### src/rtl/mem_stage_lsu.sv
// MEM-stage load/store unit: turns the EX/MEM access into a req/gnt/rvalid data-memory
// transaction, stalls the pipeline while it is in flight and returns extended load data.
module mem_stage_lsu #(
   parameter int unsigned TIMEOUT_CYC = 64
) (
   input  logic        clk,
   input  logic        rst_n,
   input  logic        mem_valid,
   input  logic        mem_load,
   input  logic        mem_store,
   input  logic [2:0]  mem_funct3,
   input  logic [31:0] mem_addr,
   input  logic [31:0] mem_wdata,
   output logic        dmem_req,
   output logic        dmem_we,
   output logic [31:0] dmem_addr,
   output logic [3:0]  dmem_be,
   output logic [31:0] dmem_wdata,
   input  logic        dmem_gnt,
   input  logic        dmem_rvalid,
   input  logic [31:0] dmem_rdata,
   output logic        lsu_stall,
   output logic        lsu_done,
   output logic [31:0] lsu_rdata,
   output logic        lsu_err,
   output logic [1:0]  lsu_err_cause
);
   localparam int unsigned   CW       = (TIMEOUT_CYC > 1) ? $clog2(TIMEOUT_CYC) : 1;
   localparam logic [CW-1:0] CNT_LAST = CW'(TIMEOUT_CYC - 1);

   typedef enum logic [1:0] {S_IDLE, S_REQ, S_WAIT, S_DONE} state_e;
   state_e state_q, state_d;

   logic          access, f3_legal, misal, chk_err, timeout;
   logic [1:0]    chk_cause;
   logic [3:0]    be_new;
   logic [31:0]   wdata_new, load_ext;
   logic [7:0]    ld_byte;
   logic [15:0]   ld_half;
   logic [CW-1:0] cnt_q, cnt_d;
   logic          store_q, store_d, err_q, err_d;
   logic [2:0]    f3_q, f3_d;
   logic [1:0]    off_q, off_d, cause_q, cause_d;
   logic          req_q, req_d, we_q, we_d;
   logic [31:0]   addr_q, addr_d, wdata_q, wdata_d, rdata_q, rdata_d;
   logic [3:0]    be_q, be_d;

   // Decode of the access currently presented by EX/MEM.
   always_comb begin
      access = mem_valid & (mem_load | mem_store);
      case (mem_funct3)
         3'b000, 3'b001, 3'b010: f3_legal = 1'b1;
         3'b100, 3'b101:         f3_legal = ~mem_store;
         default:                f3_legal = 1'b0;
      endcase
      misal     = ((mem_funct3[1:0] == 2'b01) & mem_addr[0]) |
                  ((mem_funct3[1:0] == 2'b10) & (|mem_addr[1:0]));
      chk_err   = (mem_load & mem_store) | ~f3_legal | misal;
      chk_cause = ((mem_load & mem_store) | ~f3_legal) ? 2'b00 :
                  (mem_load ? 2'b01 : 2'b10);
      case (mem_funct3[1:0])
         2'b00: begin
            be_new    = 4'b0001 << mem_addr[1:0];
            wdata_new = {4{mem_wdata[7:0]}};
         end
         2'b01: begin
            be_new    = 4'b0011 << {mem_addr[1], 1'b0};
            wdata_new = {2{mem_wdata[15:0]}};
         end
         default: begin
            be_new    = 4'b1111;
            wdata_new = mem_wdata;
         end
      endcase
   end

   // Lane selection and extension of the returned word.
   always_comb begin
      ld_byte = dmem_rdata[{off_q, 3'b000} +: 8];
      ld_half = off_q[1] ? dmem_rdata[31:16] : dmem_rdata[15:0];
      case (f3_q)
         3'b000:  load_ext = {{24{ld_byte[7]}}, ld_byte};
         3'b100:  load_ext = {24'b0, ld_byte};
         3'b001:  load_ext = {{16{ld_half[15]}}, ld_half};
         3'b101:  load_ext = {16'b0, ld_half};
         default: load_ext = dmem_rdata;
      endcase
   end

   assign timeout = (cnt_q == CNT_LAST);

   always_ff @(posedge clk) begin
      if (!rst_n) state_q <= S_IDLE;
      else        state_q <= state_d;
   end

   always_comb begin
      state_d = state_q;
      case (state_q)
         S_IDLE: if (access) state_d = chk_err ? S_DONE : S_REQ;
         S_REQ: begin
            if (dmem_gnt)     state_d = (store_q | dmem_rvalid) ? S_DONE : S_WAIT;
            else if (timeout) state_d = S_DONE;
         end
         S_WAIT:  if (dmem_rvalid | timeout) state_d = S_DONE;
         default: state_d = S_IDLE;
      endcase
   end

   // Stall is gated by reset so every output reads 0 while rst_n is low.
   always_comb begin
      lsu_stall = rst_n & (((state_q == S_IDLE) & access) |
                           (state_q == S_REQ) | (state_q == S_WAIT));
      lsu_done  = (state_q == S_DONE);
      lsu_err   = (state_q == S_DONE) & err_q;
   end

   always_comb begin
      cnt_d   = cnt_q;
      store_d = store_q;
      f3_d    = f3_q;
      off_d   = off_q;
      err_d   = err_q;
      cause_d = cause_q;
      req_d   = req_q;
      we_d    = we_q;
      addr_d  = addr_q;
      be_d    = be_q;
      wdata_d = wdata_q;
      rdata_d = rdata_q;
      case (state_q)
         S_IDLE: begin
            if (access && chk_err) begin
               err_d   = 1'b1;
               cause_d = chk_cause;
            end else if (access) begin
               err_d   = 1'b0;
               cnt_d   = '0;
               store_d = mem_store;
               f3_d    = mem_funct3;
               off_d   = mem_addr[1:0];
               req_d   = 1'b1;
               we_d    = mem_store;
               addr_d  = {mem_addr[31:2], 2'b00};
               be_d    = be_new;
               wdata_d = wdata_new;
            end
         end
         S_REQ: begin
            cnt_d = cnt_q + 1'b1;
            if (dmem_gnt) begin
               req_d = 1'b0;
               if (!store_q && dmem_rvalid) rdata_d = load_ext;
            end else if (timeout) begin
               req_d   = 1'b0;
               err_d   = 1'b1;
               cause_d = 2'b11;
            end
         end
         S_WAIT: begin
            cnt_d = cnt_q + 1'b1;
            if (dmem_rvalid) begin
               rdata_d = load_ext;
            end else if (timeout) begin
               err_d   = 1'b1;
               cause_d = 2'b11;
            end
         end
         default: ;
      endcase
   end

   always_ff @(posedge clk) begin
      if (!rst_n) begin
         cnt_q   <= '0;
         store_q <= 1'b0;
         f3_q    <= 3'b0;
         off_q   <= 2'b0;
         err_q   <= 1'b0;
         cause_q <= 2'b0;
         req_q   <= 1'b0;
         we_q    <= 1'b0;
         addr_q  <= 32'b0;
         be_q    <= 4'b0;
         wdata_q <= 32'b0;
         rdata_q <= 32'b0;
      end else begin
         cnt_q   <= cnt_d;
         store_q <= store_d;
         f3_q    <= f3_d;
         off_q   <= off_d;
         err_q   <= err_d;
         cause_q <= cause_d;
         req_q   <= req_d;
         we_q    <= we_d;
         addr_q  <= addr_d;
         be_q    <= be_d;
         wdata_q <= wdata_d;
         rdata_q <= rdata_d;
      end
   end

   assign dmem_req      = req_q;
   assign dmem_we       = we_q;
   assign dmem_addr     = addr_q;
   assign dmem_be       = be_q;
   assign dmem_wdata    = wdata_q;
   assign lsu_rdata     = rdata_q;
   assign lsu_err_cause = cause_q;
endmodule

### config.mk
export PLATFORM = sky130hd
export DESIGN_NAME = mem_stage_lsu
export DESIGN_NICKNAME = d
export VERILOG_FILES = /design/src/rtl/mem_stage_lsu.sv
export SDC_FILE = /design/constraint.sdc
export NUM_CORES = 1
export LEC_CHECK = 0
export CELL_PAD_IN_SITES_DETAIL_PLACEMENT = 1
export CELL_PAD_IN_SITES_GLOBAL_PLACEMENT = 1
export CORE_MARGIN = 2
export CORE_UTILIZATION = 33
export CTS_CLUSTER_SIZE = 10
export DETAILED_ROUTE_END_ITERATION = 12
export PLACE_DENSITY_LB_ADDON = 0.12
export SETUP_SLACK_MARGIN = 0.02
export SYNTH_ARGS = -nofsm -noshare
export SYNTH_HDL_FRONTEND = slang
export SYNTH_SLANG_ARGS = --single-unit
### constraint.sdc
create_clock -name clk -period 3.3 [get_ports clk]
set_clock_uncertainty 0.1 [all_clocks]
set_input_delay 0.33 -clock clk [delete_from_list [all_inputs] [get_ports clk]]
set_output_delay 0.33 -clock clk [all_outputs]
set_load 0.05 [all_outputs]
==> results of run 1 <==
[critical path, delay by kind of cell, from the launching register on]
kind | cells | cell delay, ns
AND/OR/NAND/NOR | 1 | 0.15
buffers and inverters | 1 | 0.82
adder cells (fa/ha/maj) | 1 | 0.26
flip-flops | 1 | 0.40
[worst max path at each step]
stage                                       endpoint  slack [ns]  depth (start not counted)
after floorplan                            lsu_stall        1.28                          6
after global placement       dmem_be[2]$_SDFFE_PN0P_        0.74                          7
after detailed placement  dmem_wdata[9]$_SDFFE_PN0P_        0.65                          7
after CTS                                    lsu_err        0.77                          3
after global routing      dmem_wdata[8]$_SDFFE_PN0P_        0.60                          8
final                                        lsu_err        0.81                          3
[Yosys cell counts, drive strengths merged (2+ instances only)]
master	count	area [sq um]
o221ai	8	70.1
a21oi	85	425
inv	12	45.0
dfxtp	116	2320
a211oi	13	103
ha	6	75.1
o31ai	6	45.0
nand4	5	31.3
mux2i	25	250
nor3	5	25.0
o22ai	2	12.5
a21o	3	22.5
nand3b	2	15.0
mux2	2	22.5
and3	2	12.5
nor2b	3	18.8
o21ai	36	180
nor2	56	218
nand2b	3	18.8
and2	2	12.5
o211ai	12	90.1
a311oi	10	93.8
a31oi	3	18.8
buf	24	148
nand2	147	554
clkbuf	27	101
a2bb2oi	6	52.6
o32ai	2	17.5
nand3	15	80.1
a221o	2	20.0
[stage by stage]
step                setup slack, ns  cell area [sq um]  power (uW)  cells  utilization
floorplan                      1.28               5210        2910    653            -
global placement              0.743               7460        3540   1034        0.487
CTS                           0.768               8090        5610   1066        0.528
detailed placement            0.651               7460        3600   1034        0.487
global route                  0.597               8090        5840   1066        0.528
finish                        0.809               8090        5560   1066        0.528
[state kept, by name (all words and copies together), names as in the netlist]
| name | count |
|---|---|
| cnt_q | 6 |
| dmem_be | 4 |
| state_q | 2 |
| off_q | 2 |
| lsu_rdata | 32 |
| dmem_wdata | 32 |
| f3_q | 3 |
| lsu_err_cause | 2 |
| dmem_addr | 30 |
| dmem_we | 1 |
| dmem_req | 1 |
| err_q | 1 |
[metal layers]
layer / global-route usage / wire [microns]
met1: 0.272 / 7780
met2: 0.402 / 9810
met3: 0.0751 / 1280
met4: 0.0765 / 298
met5: 0 / 0
[cell type report]
| cell class | instances | area (sq um) | area share |
|---|---|---|---|
| repair buffers | 221 | 2230 | 0.276 |
| clock inverters | 15 | 205 | 0.0254 |
| multi-input cells | 473 | 2590 | 0.321 |
| inverters | 13 | 48.8 | 0.00603 |
| flip-flops and latches | 116 | 2320 | 0.287 |
| well taps | 211 | 264 | 0.0326 |
| clock buffers | 17 | 425 | 0.0526 |
[power by group]
part           switching, uW  internal [uW]  total [uW]  leakage (uW)
sequential               117           1580        1700      0.000942
clock                    715           1270        1980      0.000288
combinational           1230            658        1890       0.00159
total                   2060           3500        5560       0.00282
[kinds of logic after synthesis]
logic type,count (synthesis),share of synthesized area
simple gates,243,0.193
buf+inv,64,0.0572
mux,28,0.0567
flops,116,0.446
fa+ha+maj,6,0.0144
compound gates,194,0.231
other cells,1,0.000720
==> metrics, run 1 <==
num ports approximately 210; synthesized area per cell ~8.0 sq um; Hold WS ~0.36 ns; Final Setup Violations 0; die footprint roughly 17000 sq um; DPL Wire Length approximately 14 mm; RSZ-0062 raised after global routing false; Reg clk slew, reported paths ~0.06 ns; Initial Util 0.340; initial drt markers just under 300; synth unique cells between 50 and 60; Max Fclk approximately 0.40 GHz; commonest non-fill, non-tap cells in the layout clkdlybuf4s50_1, nand2_1, dfxtp_1; largest net degree at the start of global routing 72; Post-Syn Instances roughly 650; worst min-delay path class reg2reg; post-synthesis sequential area ratio 0.446; Via Count 5485; Routed WL per cell about 18 microns; startpoint types register; Die Span Y 130 microns; cells along the critical path ha_1, and2_1, clkdlybuf4s50_1; share of layout cells above drive strength 1 0.0678; Hold Path Sink dmem_addr[31]$_SDFFE_PN0P_; synthesized area 5200 sq um; CTS tree done; CTS Buffer Depth 2; Peak VDD IR around 0.4 mV; Rows between 40 and 50; number of global-route vias before repair between 5000 and 6000; crit-path max FO 5; Synthesis Warnings 0; outcome finished clean; nets@finish 954; Post-synth EDFFs 0; Worst R2R End lsu_rdata[18]$_SDFFE_PN0P_; Final Wtd Congestion approximately 0.85; Tcrit/Tclk final 0.755; r2r setup slk ~0.87 ns; CP Capture Type output port; DR DRC count 0; kind of critical path reg2out; Crit. Startpoint state_q[0]$_SDFFE_PN0P_; WL final between 15 and 20 mm; setup bufs post-CTS 0; PostCTS Resize Cnt 0; register bit total from synthesis about 120; FF-to-FF Start off_q[1]$_SDFFE_PN0P_; Main synth FF type dfxtp_1; Layout area overhead 55.5%; cell area power density 688 nW/um^2; Routed Antenna Nets 0; Max Cap Viol 0; worst r2r path cells 5; DR vias/cell 5.15; Slowest-stage cell, CP clkdlybuf4s50_1; CTS Buf Count 17; Slew @ Worst Pin 0.829 ns; H-tree Lvls 4; first-pass GRT wire length ~30 mm; max-slew violations 0; FFs w/ async S/R, synth 0; Largest stage delay, worst path between 0.8 and 0.9 ns; final count of hold timing violations 0; IO Port Bufs 210; Hold Path Depth 2; arrival time at the worst endpoint approximately 2 ns; core area 15300 sq um; hold_buf cts 0; most common cell after layout, fill and taps aside clkdlybuf4s50_1; total gr overflow 0; gr usage total 0.232; worst hold start dmem_addr[31]$_SDFFE_PN0P_; antenna violations before repair 0; relative slew slack 0.447; min Tclk post-route 2.49 ns; Sink Count about 120; n_diodes 0; Chip Width 130 microns; Worst Path Required about 2.9 ns; Clk Latency, worst-skew pair 0.42 ns; clock root buffer clkbuf_16; Leakage between 0.002 and 0.003 uW; DR pass1 iterations 4; setup TNS 0 ns; fillers 1827
Note: power is estimated with default switching activity, not from simulation.
==> run 2: changes to the inputs <==
--- a/config.mk
+++ b/config.mk
@@ -8,7 +8,7 @@
 export CELL_PAD_IN_SITES_DETAIL_PLACEMENT = 1
 export CELL_PAD_IN_SITES_GLOBAL_PLACEMENT = 1
 export CORE_MARGIN = 2
-export CORE_UTILIZATION = 33
+export CORE_UTILIZATION = 30
 export CTS_CLUSTER_SIZE = 10
 export DETAILED_ROUTE_END_ITERATION = 12
 export PLACE_DENSITY_LB_ADDON = 0.12
==> constraint.sdc (replaced) <==
create_clock -name clk -period 2.4 [get_ports clk]
set_clock_uncertainty 0.1 [all_clocks]
set_input_delay 0.24 -clock clk [delete_from_list [all_inputs] [get_ports clk]]
set_output_delay 0.24 -clock clk [all_outputs]
set_load 0.05 [all_outputs]
==> metrics, run 2 (synthesis gave the netlist of run 1 again) <==
Final Setup Violations 0 (unchanged); r2r setup slk 0.34 ns (-0.53 ns); Reg clk slew, reported paths 0.06 ns (about the same); Final Wtd Congestion 0.821 (-2.9%); Leakage 0.00288 uW (+2.1%); DR vias/cell 5.05 (-1.9%); number of global-route vias before repair 5806 (+1.2%); startpoint types register; Sink Count 116 (unchanged); IO Port Bufs 210 (unchanged); nets@finish 960 (+0.63%); kind of critical path reg2out; cells along the critical path inv_1, ha_2, inv_1, nor2_2, nor3_1, nor2_1, buf_4; n_diodes 0 (unchanged); DR DRC count 0 (unchanged); total gr overflow 0 (unchanged); DR top layer met4; outcome finished clean; Hold Path Depth 3 (+1); worst r2r path cells 8 (+3); initial drt markers 269 (-7.2%); setup bufs post-CTS 0 (unchanged); Hold Path Sink dmem_addr[19]$_SDFFE_PN0P_; Slowest-stage cell, CP dfxtp_1; Max Fclk 0.450 GHz; clock root buffer clkbuf_16; arrival time at the worst endpoint 1.88 ns (-0.18 ns); Worst R2R End dmem_wdata[14]$_SDFFE_PN0P_; CP Capture Type output port; share of layout cells above drive strength 1 0.0721 (+0.00426); WL met2 9.28 mm (-5.5%); Tcrit/Tclk final 0.925; H-tree Lvls 4 (unchanged); Largest stage delay, worst path 0.35 ns (-0.47 ns); relative slew slack 0.489 (+0.0423); final count of hold timing violations 0 (unchanged); Chip Width 136 microns (+4.7%); worst min-delay path class in2reg; Max Cap Viol 0 (unchanged); core area 17100 sq um (+12%); max-slew violations 0 (unchanged); WL met3 1.39 mm (+8.5%); DPL Wire Length 13.9 mm (+1.3%); Most common cell on crit path inv_1; Rows 48 (+6.7%); Routed Antenna Nets 0 (unchanged); Via Count 5479 (-0.11%); FF-to-FF Start state_q[0]$_SDFFE_PN0P_; cell area power density 932 nW/um^2 (+35%); largest net degree at the start of global routing 67 (-6.9%); CTS Buffer Depth 2 (unchanged); WL final 19.0 mm (-0.90%); worst hold start mem_addr[19]; commonest non-fill, non-tap cells in the layout clkdlybuf4s50_1, nand2_1, dfxtp_1; min Tclk post-route around 2.2 ns; crit-path max FO 6 (+1); most common cell after layout, fill and taps aside clkdlybuf4s50_1; DRT met1 WL 8.01 mm (+3.0%); CTS Buf Count 17 (unchanged); CTS tree done; antenna violations before repair 0 (unchanged); Worst Path Required 2.06 ns (-0.81 ns); Slew @ Worst Pin 0.767 ns (-0.0623 ns); Layout area overhead 56.6%; worst setup margin 0.179 ns (-0.630 ns); setup TNS 0 ns (unchanged); DP Worst Slack 0.0597 ns (-0.592 ns); Routed WL per cell 17.5 microns (-2.6%); RSZ-0062 raised after global routing false; num ports 213 (unchanged); gr usage total 0.207 (-0.0254); first-pass GRT wire length 30.0 mm (-1.4%); Clk Latency, worst-skew pair 0.41 ns (about the same); DR pass1 iterations 6 (+2); die footprint 18400 sq um (+9.7%); Peak VDD IR 0.513 mV (+30%); Die Span Y 136 microns (+4.7%); Initial Util 0.304 (-0.0358)
[run 2: how the worst max path moves through the flow]
stage / from / end / slack, ns / cells past startpoint
floorplan: state_q[0]$_SDFFE_PN0P_ / lsu_stall / 0.47 / 6
global placement: mem_addr[1] / dmem_wdata[8]$_SDFFE_PN0P_ / 0.22 / 7
detailed placement: mem_load / dmem_wdata[10]$_SDFFE_PN0P_ / 0.06 / 7
CTS: state_q[0]$_SDFFE_PN0P_ / lsu_stall / 0.03 / 7
global route: state_q[0]$_SDFFE_PN0P_ / lsu_stall / 0.05 / 7
finish: state_q[0]$_SDFFE_PN0P_ / lsu_stall / 0.18 / 7
[run 2: power by group]
group | internal, uW | total (uW) | switching [uW]
Combinational | 942 | 2620 | 1680
Sequential | 2170 | 2320 | 150
Clock | 1750 | 2650 | 899
Total | 4870 | 7590 | 2730
[run 2: layout make-up]
cell class                 count  area [sq um]
clock buffer                  21           450
clock inverter                10           156
fill                        2016          8970
inverter                      13          48.8
multi-input combinational    473          2600
sequential                   116          2320
tap                          225           282
timing repair buffer         227          2290
[run 2: stage by stage]
stage	hold slack [ns]	power (uW)	instance area [sq um]	std cells	utilization
finish	0.269	7590	8150	1085	0.476
CTS	0.256	7650	8140	1085	0.476
global placement	0.339	4910	7540	1054	0.440
detailed placement	0.349	4970	7540	1054	0.440
floorplan	0.276	4000	5210	653	-
global route	0.269	7960	8150	1085	0.476
[run 2: critical path: cells and delay by family, from the launching register on]
family,cells,cell delay (ns)
adder cells (fa/ha/maj),1,0.24
buffers and inverters,3,0.44
flip-flops,1,0.35
AND/OR/NAND/NOR,3,0.44
[run 2: routing by layer]
layer / global-route usage / up-vias
li1: - / 2670
met2: 0.349 / 143
met1: 0.243 / 2646
met5: 0 / -
met4: 0.0723 / 0
met3: 0.0756 / 20
[run 2: repair_timing]
item                                    in CTS  in global routing
endpoints found under the setup margin       0                  3
resized for setup                            0                  3
hold buffers                                 0                  0
hold endpoints to repair                     0                  0
==> run 3: changes to the inputs <==
--- a/config.mk
+++ b/config.mk
@@ -7,8 +7,8 @@
 export LEC_CHECK = 0
 export CELL_PAD_IN_SITES_DETAIL_PLACEMENT = 1
 export CELL_PAD_IN_SITES_GLOBAL_PLACEMENT = 1
-export CORE_MARGIN = 2
-export CORE_UTILIZATION = 30
+export CORE_UTILIZATION = 31
+export CTS_BUF_LIST = sky130_fd_sc_hd__clkbuf_8
 export CTS_CLUSTER_SIZE = 10
 export DETAILED_ROUTE_END_ITERATION = 12
 export PLACE_DENSITY_LB_ADDON = 0.12
==> metrics, run 3 (synthesis gave the netlist of run 1 again) <==
outcome finished clean; Cells after DPL 1055 (+0.095%); min Tclk post-route 2.26 ns (+0.0356 ns); Clk Latency, worst-skew pair 0.43 ns (+0.02 ns); H-tree Lvls 4 (unchanged); Rows 47 (-2.1%); initial drt markers 296 (+10%); max-slew violations 0 (unchanged); Reg clk slew, reported paths 0.07 ns (about the same); Peak VDD IR 0.308 mV (-40%); internal power component 4330 uW (-11%); Sw Pwr 2660 uW (-2.5%); RSZ-0062 raised after global routing false; DR pass1 iterations 5 (-1); Via Count 5508 (+0.53%); Non-Filler Instances 1086 (+0.092%); final count of hold timing violations 0 (unchanged); DR DRC count 0 (unchanged); cell area power density 873 nW/um^2 (-6.3%); Max Cap Viol 0 (unchanged); CTS Buf Count 17 (unchanged); kind of critical path reg2out; num ports 213 (unchanged); startpoint types register; Largest stage delay, worst path 0.82 ns (+0.47 ns); crit-path max FO 5 (-1); relative slew slack 0.615 (+0.126); Worst Path Required 2.06 ns (about the same); arrival time at the worst endpoint 1.92 ns (+0.04 ns); total gr overflow 0 (unchanged); Buf/Inv on CP 1 (-2); Tcrit/Tclk final 0.940 (+0.0148); hold_buf cts 0 (unchanged); largest net degree at the start of global routing 71 (+6.0%); CP top delay family buffers and inverters; setup TNS 0 ns (unchanged); Layout area overhead 53.8%; share of layout cells above drive strength 1 0.0808 (+0.00874); Initial Util 0.316 (+0.0120); gr usage total 0.219 (+0.0119); DR vias/cell 5.07 (+0.44%); Routed Antenna Nets 0 (unchanged); n_diodes 0 (unchanged); Leakage 0.00282 uW (-2.2%); nets@finish 966 (+0.63%); setup bufs post-CTS 0 (unchanged); worst setup margin 0.144 ns (-0.0356 ns); Slowest-stage cell, CP clkdlybuf4s50_1; Clock Power Share 0.287 (-0.062); Chip Width 132 microns (-3.1%); Reg power frac 0.332 (+0.026); Final Wtd Congestion 0.796 (-3.1%); commonest non-fill, non-tap cells in the layout clkdlybuf4s50_1, nand2_1, dfxtp_1; Comb power frac 0.381 (+0.036); r2r setup slk 0.33 ns (about the same); cells along the critical path ha_1, clkdlybuf4s50_1; CTS tree done; die footprint 17300 sq um (-6.0%); worst min-delay path class in2reg; Sink Count 116 (unchanged); switching share of power 0.380 (+0.0214); DP Worst Slack 0.215 ns (+0.155 ns); CTS Buffer Depth 2 (unchanged); Slew @ Worst Pin 0.575 ns (-0.191 ns); core area 16500 sq um (-3.8%); Max Fclk 0.443 GHz (-1.6%); first-pass GRT wire length 30.4 mm (+1.5%); Final Setup Violations 0 (unchanged); Die Span Y 132 microns (-3.1%); DPL Wire Length 13.7 mm (-0.94%); most common cell after layout, fill and taps aside clkdlybuf4s50_1; WL final 18.8 mm (-0.91%); number of global-route vias before repair 5881 (+1.3%); antenna violations before repair 0 (unchanged); CP Capture Type output port; clock root buffer clkbuf_8; Routed WL per cell 17.3 microns (-1.0%); IO Port Bufs 210 (unchanged)
run 3: power by group through the flow:
stage	clock (uW)	combinational (uW)	sequential [uW]
3_3_place_gp	0	2580	2340
6_report	2010	2660	2320
4_1_cts	2060	2660	2320
3_5_place_dp	0	2650	2360
5_1_grt	2140	2850	2350
2_1_floorplan	0	975	3030
run 3: routing by layer:
layer | share of wire | GRT usage | vias to the layer above
li1 | - | - | 2672
met1 | 0.42 | 0.250 | 2663
met2 | 0.50 | 0.384 | 150
met3 | 0.068 | 0.0760 | 23
met4 | 0.013 | 0.0607 | 0
met5 | 0 | 0 | -
run 3: worst paths after layout:
path | to | cells after the start | start
worst max-delay path | lsu_done | 2 | state_q[0]$_SDFFE_PN0P_
worst min-delay path | dmem_addr[26]$_SDFFE_PN0P_ | 3 | mem_addr[26]
worst max register to register | dmem_wdata[9]$_SDFFE_PN0P_ | 8 | state_q[0]$_SDFFE_PN0P_
worst min register to register | lsu_rdata[1]$_SDFFE_PN0P_ | 2 | lsu_rdata[1]$_SDFFE_PN0P_
run 3: per-stage QoR:
stage	instance area, sq um	power (uW)	utilization	hold slack, ns
2_1_floorplan	5210	4000	-	0.276
3_3_place_gp	7560	4920	0.459	0.339
3_5_place_dp	7560	5010	0.459	0.350
4_1_cts	8000	7040	0.486	0.227
5_1_grt	8010	7340	0.486	0.226
6_report	8010	6990	0.486	0.246
run 3: cell type report:
class / count / area (sq um)
Fill cell: 1979 / 8460
Tap cell: 220 / 275
Timing Repair Buffer: 233 / 2320
Sequential cell: 116 / 2320
Multi-Input combinational cell: 473 / 2600
Clock buffer: 20 / 275
Inverter: 13 / 48.8
Clock inverter: 11 / 159
run 3: worst register-to-register path: stages, from the launching register on:
cell and delay [ns]:
dfxtp_1 0.36, inv_1 0.11, ha_2 0.25, inv_1 0.10, nor2_2 0.20, and3_4 0.25, buf_12 0.24, nor2_1 0.09
a311oi_1 0.25
run 3: timing repair:
item	4_1_cts	5_1_grt
resized for setup	1	3
setup endpoints to repair	1	2
hold endpoints to repair	0	0
